==> src/rtl/arb_pkg.sv <==
// Shared types and constants for the unified-memory arbiter.
package arb_pkg;

    // Width of the latency and starvation counters (both legal up to 15).
    localparam int CNT_W = 4;

    typedef enum logic [1:0] {
        OWN_NONE = 2'd0,
        OWN_IF   = 2'd1,
        OWN_DM   = 2'd2
    } owner_e;

    typedef enum logic [0:0] {
        ST_IDLE    = 1'b0,
        ST_RD_WAIT = 1'b1
    } state_e;

endpackage

==> src/rtl/arb_starve_ctr.sv <==
// Saturating counter of fetch requests denied in favour of the data port.
// at_max tells the arbiter that fetch must win the next conflict.
module arb_starve_ctr
    import arb_pkg::*;
#(
    parameter int STARVE_MAX = 4
) (
    input  logic clk,
    input  logic rst,
    input  logic inc,
    input  logic clr,
    output logic at_max
);

    logic [CNT_W-1:0] r_cnt;
    logic             w_at_max;

    assign w_at_max = (r_cnt == CNT_W'(STARVE_MAX));
    assign at_max   = w_at_max;

    // Count denied fetch cycles, clear on a fetch grant, saturate at the limit.
    always_ff @(posedge clk) begin
        // NOTE: sequential state uses non-blocking assignments so every register
        // samples the pre-edge values, independent of statement order.
        if (!rst) begin
            r_cnt <= '0;
        end else if (clr) begin
            r_cnt <= '0;
        end else if (inc && !w_at_max) begin
            r_cnt <= r_cnt + 1'b1;
        end
    end

endmodule

==> src/rtl/mem_arbiter.sv <==
// Arbiter sharing one single-port unified memory between the fetch port and
// the data port. Data wins by default; a starvation guard forces a fetch grant
// after STARVE_MAX denied conflicts. One read may be outstanding at a time.
// Optional statistics counters are compiled in with `define ARB_STATS_EN.
module mem_arbiter
    import arb_pkg::*;
#(
    parameter int ADDR_WIDTH  = 32,
    parameter int DATA_WIDTH  = 32,
    parameter int MEM_LATENCY = 2,
    parameter int STARVE_MAX  = 4
) (
    input  logic                    clk,
    input  logic                    rst,
    input  logic                    if_req,
    input  logic [ADDR_WIDTH-1:0]   if_addr,
    output logic                    if_gnt,
    output logic                    if_rvalid,
    output logic [DATA_WIDTH-1:0]   if_rdata,
    input  logic                    dm_req,
    input  logic                    dm_we,
    input  logic [ADDR_WIDTH-1:0]   dm_addr,
    input  logic [DATA_WIDTH-1:0]   dm_wdata,
    input  logic [DATA_WIDTH/8-1:0] dm_be,
    output logic                    dm_gnt,
    output logic                    dm_rvalid,
    output logic [DATA_WIDTH-1:0]   dm_rdata,
    output logic                    mem_req,
    output logic                    mem_we,
    output logic [ADDR_WIDTH-1:0]   mem_addr,
    output logic [DATA_WIDTH-1:0]   mem_wdata,
    output logic [DATA_WIDTH/8-1:0] mem_be,
    input  logic [DATA_WIDTH-1:0]   mem_rdata,
    output logic                    busy
`ifdef ARB_STATS_EN
    ,
    output logic [31:0]             stat_if_grants,
    output logic [31:0]             stat_dm_grants,
    output logic [31:0]             stat_conflicts
`endif
);

    state_e           r_state;
    owner_e           r_owner;
    logic [CNT_W-1:0] r_lat_cnt;

    logic w_rd_done;
    logic w_grantable;
    logic w_if_win;
    logic w_dm_win;
    logic w_rd_issue;
    logic w_at_max;

    // The pending read completes this cycle; the memory port is free again.
    assign w_rd_done   = (r_state == ST_RD_WAIT) && (r_lat_cnt == '0);
    assign w_grantable = (r_state == ST_IDLE) || w_rd_done;

    // Data wins conflicts unless fetch has been denied STARVE_MAX times.
    assign w_if_win   = w_grantable && if_req && (!dm_req || w_at_max);
    assign w_dm_win   = w_grantable && dm_req && !w_if_win;
    assign w_rd_issue = w_if_win || (w_dm_win && !dm_we);

    assign if_gnt = w_if_win;
    assign dm_gnt = w_dm_win;
    assign busy   = (r_state == ST_RD_WAIT);

    // Steer the winner's request onto the memory bus; idle bus is all zeros.
    always_comb begin
        // NOTE: every output gets a default first so no path leaves it
        // unassigned, which would otherwise infer a latch.
        mem_req   = 1'b0;
        mem_we    = 1'b0;
        mem_addr  = '0;
        mem_wdata = '0;
        mem_be    = '0;
        if (w_if_win) begin
            mem_req  = 1'b1;
            mem_addr = if_addr;
            mem_be   = '1;
        end else if (w_dm_win) begin
            mem_req   = 1'b1;
            mem_we    = dm_we;
            mem_addr  = dm_addr;
            mem_wdata = dm_wdata;
            mem_be    = dm_be;
        end
    end

    // Route returning read data to its owner only; the other port sees zero.
    always_comb begin
        if_rvalid = w_rd_done && (r_owner == OWN_IF);
        dm_rvalid = w_rd_done && (r_owner == OWN_DM);
        if_rdata  = if_rvalid ? mem_rdata : '0;
        dm_rdata  = dm_rvalid ? mem_rdata : '0;
    end

    // Track the single outstanding read: owner and remaining latency.
    always_ff @(posedge clk) begin
        if (!rst) begin
            r_state   <= ST_IDLE;
            r_owner   <= OWN_NONE;
            r_lat_cnt <= '0;
        end else if (w_rd_issue) begin
            r_state   <= ST_RD_WAIT;
            r_owner   <= w_if_win ? OWN_IF : OWN_DM;
            r_lat_cnt <= CNT_W'(MEM_LATENCY - 1);
        end else if (r_state == ST_RD_WAIT) begin
            if (r_lat_cnt == '0) begin
                r_state <= ST_IDLE;
                r_owner <= OWN_NONE;
            end else begin
                r_lat_cnt <= r_lat_cnt - 1'b1;
            end
        end
    end

    arb_starve_ctr #(
        .STARVE_MAX (STARVE_MAX)
    ) u_starve (
        .clk    (clk),
        .rst    (rst),
        .inc    (w_grantable && if_req && w_dm_win),
        .clr    (w_if_win),
        .at_max (w_at_max)
    );

`ifdef ARB_STATS_EN
    logic [31:0] r_stat_if;
    logic [31:0] r_stat_dm;
    logic [31:0] r_stat_conf;

    // Free-running grant and conflict counters; wrap silently on overflow.
    always_ff @(posedge clk) begin
        if (!rst) begin
            r_stat_if   <= '0;
            r_stat_dm   <= '0;
            r_stat_conf <= '0;
        end else begin
            if (w_if_win) r_stat_if <= r_stat_if + 32'd1;
            if (w_dm_win) r_stat_dm <= r_stat_dm + 32'd1;
            if (w_grantable && if_req && dm_req) r_stat_conf <= r_stat_conf + 32'd1;
        end
    end

    assign stat_if_grants = r_stat_if;
    assign stat_dm_grants = r_stat_dm;
    assign stat_conflicts = r_stat_conf;
`endif

endmodule
==> config.mk <==
export PLATFORM = sky130hd
export DESIGN_NAME = mem_arbiter
export DESIGN_NICKNAME = d
export VERILOG_FILES = /design/src/rtl/arb_pkg.sv /design/src/rtl/arb_starve_ctr.sv /design/src/rtl/mem_arbiter.sv
export SDC_FILE = /design/constraint.sdc
export NUM_CORES = 1
export LEC_CHECK = 0
export ABC_AREA = 1
export CORE_AREA = 10 10 98 100
export CTS_CLUSTER_SIZE = 16
export DETAILED_ROUTE_END_ITERATION = 6
export DIE_AREA = 0 0 108 110
export DONT_BUFFER_PORTS = 1
export SLEW_MARGIN = 15
export SYNTH_ARGS = -nofsm -noshare
export SYNTH_HDL_FRONTEND = slang
export SYNTH_SLANG_ARGS = --single-unit
==> constraint.sdc <==
create_clock -name clk -period 2.5 [get_ports clk]
set_input_delay 0.25 -clock clk [delete_from_list [all_inputs] [get_ports clk]]
set_output_delay 0.25 -clock clk [all_outputs]
set_load 0.01 [all_outputs]
# [Yosys cells after proc, flatten, opt, wreduce, memory -nomap -nowiden]
# Index checks and enable logic that the tools add are counted.
[totals] input_bits=137 ff_bits=11 output_inout_bits=139 elab_cells=61
[op_classes] add_sub_neg=2 n_mux=22 eq_ne=4 n_reduce_logical=25 bitwise_logic=3
[ops] operator="$mux 32" n=6
[ops] operator="$logic_and 1x1->1" n=10
[ops] operator="$mux 1" n=10
[ops] operator="$mux 2" n=4
[ops] operator="$mux 4" n=2
[ops] operator="$reduce_and 2->1" n=3
[ops] operator="$add 4x1->4 const B" n=1
[ops] operator="$eq 4x3->1 const B" n=1
[ops] operator="$logic_not 1->1" n=4
[ops] operator="$logic_not 4->1" n=1
[ops] operator="$reduce_bool 2->1" n=2
[ops] operator="$reduce_or 2->1" n=2
[ops] operator="$sub 4x1->4 const B" n=1
[ops] operator="$logic_or 1x1->1" n=3
[ops] operator="$not 1->1" n=3
[ops] operator="$eq 2x1->1 const B" n=1
[ops] operator="$eq 2x2->1 const B" n=1
[ops] operator="$ne 2x2->1 const B" n=1

# [Depth between registers and ports, before layout]
# Gate-level depths: netlist (run 1).
[depth] depth_word=11 mapped_depth=10 ltp_nobuf=10

# [By module]
# Synthesis (run 1) repeated with hierarchy kept, for this count alone.
[hier_totals] hier_cells=312 hier_area_um2=1669.1
[modules_own_cells] mod="mem_arbiter" seq_area_each_um2=140.1 cells_each=275 area_per_inst_um2=1422.6 n_inst=1
[modules_own_cells] mod="arb_starve_ctr" seq_area_each_um2=80.1 cells_each=37 area_per_inst_um2=246.5 n_inst=1

# [Worst setup path after synthesis (run 1)]
# No wires, ideal clock.
[synth_timing] path_type="register -> output" from="register r_lat_cnt[0]" to="output dm_rdata[10]" setup_slack_ns=0.774 arrival_ns=1.476 required_time_ns=2.250 path_buffers=1 path_stages_with_launch=10 path_cell_list="dfxtp_1 > inv_1 > ha_1 > nand2_1 > nor2_2 > inv_2 > nor3_2 > inv_2 > buf_6 > nor2_1"
[synth_between] elab_chain_len=4
[synth_lines] item="from (decl)" line="mem_arbiter.sv:45" rtl="logic [CNT_W-1:0] r_lat_cnt;"
[synth_lines] item="from (signal assigned)" line="mem_arbiter.sv:106" rtl="r_lat_cnt <= CNT_W'(MEM_LATENCY - 1);"
[synth_lines] item="from (signal assigned)" line="mem_arbiter.sv:112" rtl="r_lat_cnt <= r_lat_cnt - 1'b1;"
[synth_lines] item="$logic_not 4->1" line="mem_arbiter.sv:55" rtl="assign w_rd_done = (r_state == ST_RD_WAIT) && (r_lat_cnt == '0);"
[synth_lines] item="$logic_and 1x1->1" line="mem_arbiter.sv:55"
[synth_lines] item="$logic_and 1x1->1" line="mem_arbiter.sv:92" rtl="dm_rvalid = w_rd_done && (r_owner == OWN_DM);"
[synth_lines] item="net dm_rvalid" line="mem_arbiter.sv:26" rtl="output logic dm_rvalid,"
[synth_lines] item="$mux 32" line="mem_arbiter.sv:94" rtl="dm_rdata = dm_rvalid ? mem_rdata : '0;"
[synth_lines] item="to (decl)" line="mem_arbiter.sv:27" rtl="output logic [DATA_WIDTH-1:0] dm_rdata,"
# The timed path passes the listed nets, and every way through them passes these cells.

# [Final worst setup path (run 1)]
[layout_timing] from="register r_lat_cnt[0]" to="output mem_addr[6]"
[layout_between] elab_chain_len=9 word_cells_on_any_way=10 cone_classes="mux (2); reduce/logical (8)"
[layout_lines] item="$logic_not 4->1 *" line="mem_arbiter.sv:55"
[layout_lines] item="$logic_and 1x1->1 *" line="mem_arbiter.sv:55"
[layout_lines] item="$logic_or 1x1->1 *" line="mem_arbiter.sv:56" rtl="assign w_grantable = (r_state == ST_IDLE) || w_rd_done;"
[layout_lines] item="$logic_and 1x1->1 * (2 in a row)" line="mem_arbiter.sv:59" rtl="assign w_if_win = w_grantable && if_req && (!dm_req || w_at_max);"
[layout_lines] item="net if_gnt" line="mem_arbiter.sv:17" rtl="output logic if_gnt,"
[layout_lines] item="$logic_not 1->1" line="mem_arbiter.sv:60" rtl="assign w_dm_win = w_grantable && dm_req && !w_if_win;"
[layout_lines] item="$logic_and 1x1->1" line="mem_arbiter.sv:60"
[layout_lines] item="$mux 32" line="mem_arbiter.sv:80" rtl="end else if (w_dm_win) begin"
[layout_lines] item="$mux 32 *" line="mem_arbiter.sv:76" rtl="if (w_if_win) begin"
[layout_lines] item="to (decl)" line="mem_arbiter.sv:30" rtl="output logic [ADDR_WIDTH-1:0] mem_addr,"
# Mark *: on every way through the listed nets, which the timed path passes. The rest lies on a longest branch.

==> results of run 1 <==
## final cells by class
type | count | share of cell area [%]
inverters | 85 | 16.6
well taps | 102 | 6.55
multi-input cells | 189 | 50.1
clock buffers | 4 | 2.31
flip-flops and latches | 11 | 11.3
repair buffers | 34 | 13.1
## per-layer routing
layer	track usage (%)	vias up	share of wire [%]	wire, um
li1	-	941	-	-
met2	22.9	169	52	4870
met1	14.6	929	36	3370
met3	3.54	4	11	1050
met4	2.86	0	0.61	57
met5	0	-	0	0
## through the flow
stage	power [mW]	hold slack, ns	util, %
3_5_place_dp	0.503	0.396	24.9
3_3_place_gp	0.494	0.389	24.9
5_1_grt	0.718	0.171	25.5
6_report	0.669	0.154	25.5
4_1_cts	0.676	0.151	25.5
2_1_floorplan	0.456	0.378	-
## power by group
part | leakage, nW | switching, mW | internal, mW
Clock | 0.0228 | 0.0579 | 0.111
Sequential | 0.0898 | 0.00884 | 0.185
Combinational | 1.09 | 0.218 | 0.0876
Total | 1.20 | 0.284 | 0.384
## cells in the mapped netlist (2+ instances only)
library cell and count:
nor2_1 102, inv_1 79, a22o_1 32, nand2_1 23, dfxtp_1 11, a21oi_1 7, buf_2 6, buf_6 6
inv_2 5, nand3_1 4, o21ai_0 4, clkbuf_1 3, ha_1 3, nand2_4 2, nor2_2 2
## kinds of logic (layout without fill, tap and decap cells)
kind of cell	Yosys count	count (layout)	share of synthesized area, %
and+or+nand+nor	140	140	35.7
buffers and inverters	100	123	26.4
AOI/OAI and AO/OA	45	45	21.4
DFF	11	11	13.5
adders and majority gates	3	3	2.31
xor gates and xnor gates	1	1	0.538
## worst max path at each step
stage                   end  slack [ns]  cells past startpoint
2_1_floorplan  dm_rdata[10]        0.77                      9
3_3_place_gp   mem_addr[25]        0.51                      8
3_5_place_dp    mem_addr[6]        0.41                      9
4_1_cts         mem_addr[6]        0.15                      8
5_1_grt         mem_addr[2]        0.04                      7
6_report        mem_addr[6]        0.21                      7
## critical path, delay by kind of cell (launching register included)
kind	cells	cell delay (ns)
fa+ha+maj	1	0.19
simple gates	3	0.39
flops	1	0.31
buf+inv	2	0.56
compound gates	1	0.32
## what timing repair did
| action | 4_1_cts | 5_1_grt |
|---|---|---|
| setup buffers | 0 | 0 |
| setup endpoints to repair | 0 | 32 |
| gates resized for setup | 0 | 1 |
| endpoints found under the hold margin | 0 | 0 |
## registers in the layout, summed over array words and instances, names as in the netlist
| register | cells |
|---|---|
| busy | 1 |
| r_lat_cnt | 4 |
| r_owner | 2 |
| u_starve.r_cnt | 4 |
==> run metrics, run 1 <==
status=completed; DR vias/cell=4.81; worst setup path start=r_lat_cnt[0]; Finish-stage setup viols=0; MaxCap Viol Count=0; Core Footprint=7650 um2; DRT iter0 DRCs=226; CP Data Required Time=2.25 ns; synth top area cells=nor2_1 (24%), inv_1 (18%), a22o_1 (17%), dfxtp_1 (14%), nand2_1 (5.3%); Hold Path Class=input port to flop; nets=464; Worst Hold Path EP=busy; Fmax achieved=0.436 GHz; Crit. End Element=primary output; Tcrit/Tclk final=91.7%; minimum clock period=2.29 ns; final WL=9.35 mm; Post-CTS Hold Buffers=0; pin count of the biggest net entering global routing=35; Setup CP Type=flop to primary output; placed cells=421; design area=1950 um2; diode count=0; worst slack, placed=0.405 ns; FF-to-FF Start=r_lat_cnt[0]; Async S/R FF share, synth=0%; Worst Slack Setup Final=0.207 ns; root buf cell=clkbuf_8; vias=2043; final hold violations=0; CTS tree=done; Port Buffers=0; Slowest-stage cell, CP=inv_2; pwr/cell area=343 nW/um2; register area=220 um2; Post-Syn Instances=300; wire length per cell=22.0 um; reg2reg setup slack=0.67 ns; Rel. slew slack=59.4%; worst slew pin tran=0.608 ns; Layout area overhead=19.8%; crit path DAT=2.04 ns; maximum vdd drop=194 uV; CP startpoint kind=flop; leakage power=1.20 nW; CTS buffer count=3; first-pass GRT wire length=12.2 mm; # fillers=827; setup tns final=0 ns; Post-route DRC=0; RSZ-0062 raised after global routing=no; Yosys top cell area share=23.5%; post-route ant nets=0; Critical R2R Capture=r_owner[1]; Post-synth EDFFs=0; Largest stage delay, worst path=0.47 ns; Hold Crit Start=rst; sequential share of the synthesized area=13.5%; Synth Cell Area=1630 um2; grt total ovfl=0; GRT Total Usage=12.7%; CP cell instances=inv_1 -> ha_1 -> nand2_1 -> nand2_4 -> nand3_4 -> inv_2 -> a22o_1; mean post-synth cell area=5.43 um2; r2r worst-path depth=10; max-slew violations=0; Placer Congestion=0.821; clk buf depth=2; Starting Density=21.3%; num rows=32; share of cells above drive strength 1=15.8%; Distinct cells, synth=26; post-synth top area cell=nor2_1; Area after DPL=1900 um2; Reg clk slew, reported paths=0.05 ns; antenna violations before repair=0; Multi-input gate area=977 um2; Post-synth top flop=dfxtp_1; Non-Filler Instances=425; final clock skew=0.00348 ns; level count of the clock H-tree=1; most common cell after layout, fill and taps aside=nor2_1; Seq cells post-synth=11; Worst Hold Depth=2; number of global-route vias before repair=2033; CP max FO=33; drt first pass iters=5; DP HPWL=8.43 mm; syn nets=440; I/O pins=276; Clock Latency Late Sink=0.23 ns; most frequent cells in the layout=nor2_1 (102), inv_1 (79), buf_4 (34), a22o_1 (32), nand2_1 (23); die area=11900 um2; # clock sinks=11; Die Y=110 um; Syn. warnings=0; die span in x=108 um
(Power assumes the default switching activity.)
==> run 2, diff against run 1 <==
- MAX_ROUTING_LAYER: not set -> met4
==> run 2 against run 1 <==
Critical endpoint unchanged. Cell count unchanged. Largest power group unchanged. Critical path depth unchanged. Clock skew grew 0.00051 ns.
==> run metrics, run 2 (synthesis results as in run 1) <==
RSZ-0062 raised after global routing=no; top flop regs=r_lat_cnt (4), u_starve.r_cnt (4), r_owner (2); Worst Slack Setup Final=0.214 ns (+0.00661 ns); Tot Pwr=0.668 mW (about the same); Hold Crit Start=rst; CTS tree=done; most frequent cells in the layout=nor2_1 (102), inv_1 (79), buf_4 (34), a22o_1 (32), nand2_1 (23); GRT Total Usage=13.2% (+0.41 points); pwr/cell area=343 nW/um2 (about the same); worst setup path start=r_lat_cnt[0]; Slowest-stage cell, CP=inv_2; Clock Latency Late Sink=0.23 ns (about the same); Starting Density=21.3% (unchanged); setup tns final=0 ns (unchanged); Setup CP Type=flop to primary output; final clock skew=0.00400 ns (+0.000511 ns); worst slew pin tran=0.596 ns (-0.0112 ns); root buf cell=clkbuf_8; die area=11900 um2 (unchanged); crit path DAT=2.04 ns (about the same); share of cells above drive strength 1=15.8% (unchanged); Area after DPL=1900 um2 (unchanged); # clock sinks=11 (unchanged); design area=1950 um2 (unchanged); max-slew violations=0 (unchanged); I/O pins=276 (unchanged); Port Buffers=0 (unchanged); utilization after layout=25.5% (unchanged); status=completed; antenna violations before repair=0 (unchanged); Finish-stage setup viols=0 (unchanged); total setup buffers inserted after CTS=0 (unchanged); nets=464 (unchanged); die span in x=108 um (unchanged); CP max FO=33 (unchanged); number of global-route vias before repair=2036 (+0.15%); num rows=32 (unchanged); wire length per cell=21.9 um (-0.39%); Non-Filler Instances=425 (unchanged); DRT iter0 DRCs=251 (+11%); grt total ovfl=0 (unchanged); Layout area overhead=19.8% (unchanged); Placer Congestion=0.834 (+1.5%); post-route ant nets=0 (unchanged); CP cell instances=inv_1 -> ha_1 -> nand2_1 -> nand2_4 -> nand3_4 -> inv_2 -> a22o_1; Rel. slew slack=60.2% (+0.75 points); CTS buffer count=3 (unchanged); maximum vdd drop=194 uV (about the same); MaxCap Viol Count=0 (unchanged); Die Y=110 um (unchanged); CP startpoint kind=flop; final hold violations=0 (unchanged); level count of the clock H-tree=1 (unchanged); FF-to-FF Start=r_lat_cnt[0]; worst slack, placed=0.405 ns (unchanged); most common cell after layout, fill and taps aside=nor2_1; Post-CTS Hold Buffers=0 (unchanged); vias=2040 (-0.15%); Fmax achieved=0.437 GHz (+0.29%); Largest stage delay, worst path=0.47 ns (about the same); clk buf depth=2 (unchanged); DP HPWL=8.43 mm (unchanged); final WL=9.31 mm (-0.39%); CP Data Required Time=2.25 ns (about the same); pin count of the biggest net entering global routing=35 (unchanged); diode count=0 (unchanged); Post-route DRC=0 (unchanged); Reg clk slew, reported paths=0.05 ns (about the same); final hold slack=0.153 ns (-0.000680 ns); minimum clock period=2.29 ns (-0.00661 ns); post_cts resized=0 (unchanged); drt first pass iters=4 (-1); first-pass GRT wire length=12.2 mm (+0.29%); DR vias/cell=4.80 (-0.15%); Core Footprint=7650 um2 (unchanged); leakage power=1.20 nW (unchanged); placed cells=421 (unchanged); Hold Path Class=input port to flop; Crit. End Element=primary output; Tcrit/Tclk final=91.4% (-0.26 points)
run 2: cell counts in the layout (fill, tap and decap cells not counted):
No cell type changed its count.
run 2: power breakdown:
group	switching (mW)	internal, mW	total, mW	leakage, nW
logic	0.217	0.0876	0.305	1.09
clock network	0.0584	0.111	0.170	0.0228
registers	0.00884	0.185	0.194	0.0898
run 2: path summary, 6_finish.rpt:
path / end / slack [ns] / depth (start not counted)
max: mem_addr[6] / 0.21 / 7
min: busy / 0.15 / 2
max reg2reg: r_owner[1] / 0.68 / 10
min reg2reg: r_owner[1] / 0.47 / 2
run 2: worst max-delay path, delay by kind of cell (launching register included):
family          cells  cell delay, ns
buf+inv             2            0.56
flops               1            0.31
simple gates        3            0.39
compound gates      1            0.33
fa+ha+maj           1            0.19
run 2: area by class of cell:
| cell class | count | area [um2] |
|---|---|---|
| clock buffers | 4 | 45.0 |
| fillers | 827 | 5700 |
| inverters | 85 | 324 |
| multi-input cells | 189 | 977 |
| flip-flops and latches | 11 | 220 |
| well taps | 102 | 128 |
| repair buffers | 34 | 255 |
run 2: metal layers:
layer,track usage (%),vias to the layer above,routed length (um)
met5,-,-,0
met4,2.77,0,55
met3,3.19,4,931
met2,23.1,166,4870
met1,14.8,928,3460
li1,-,942,-
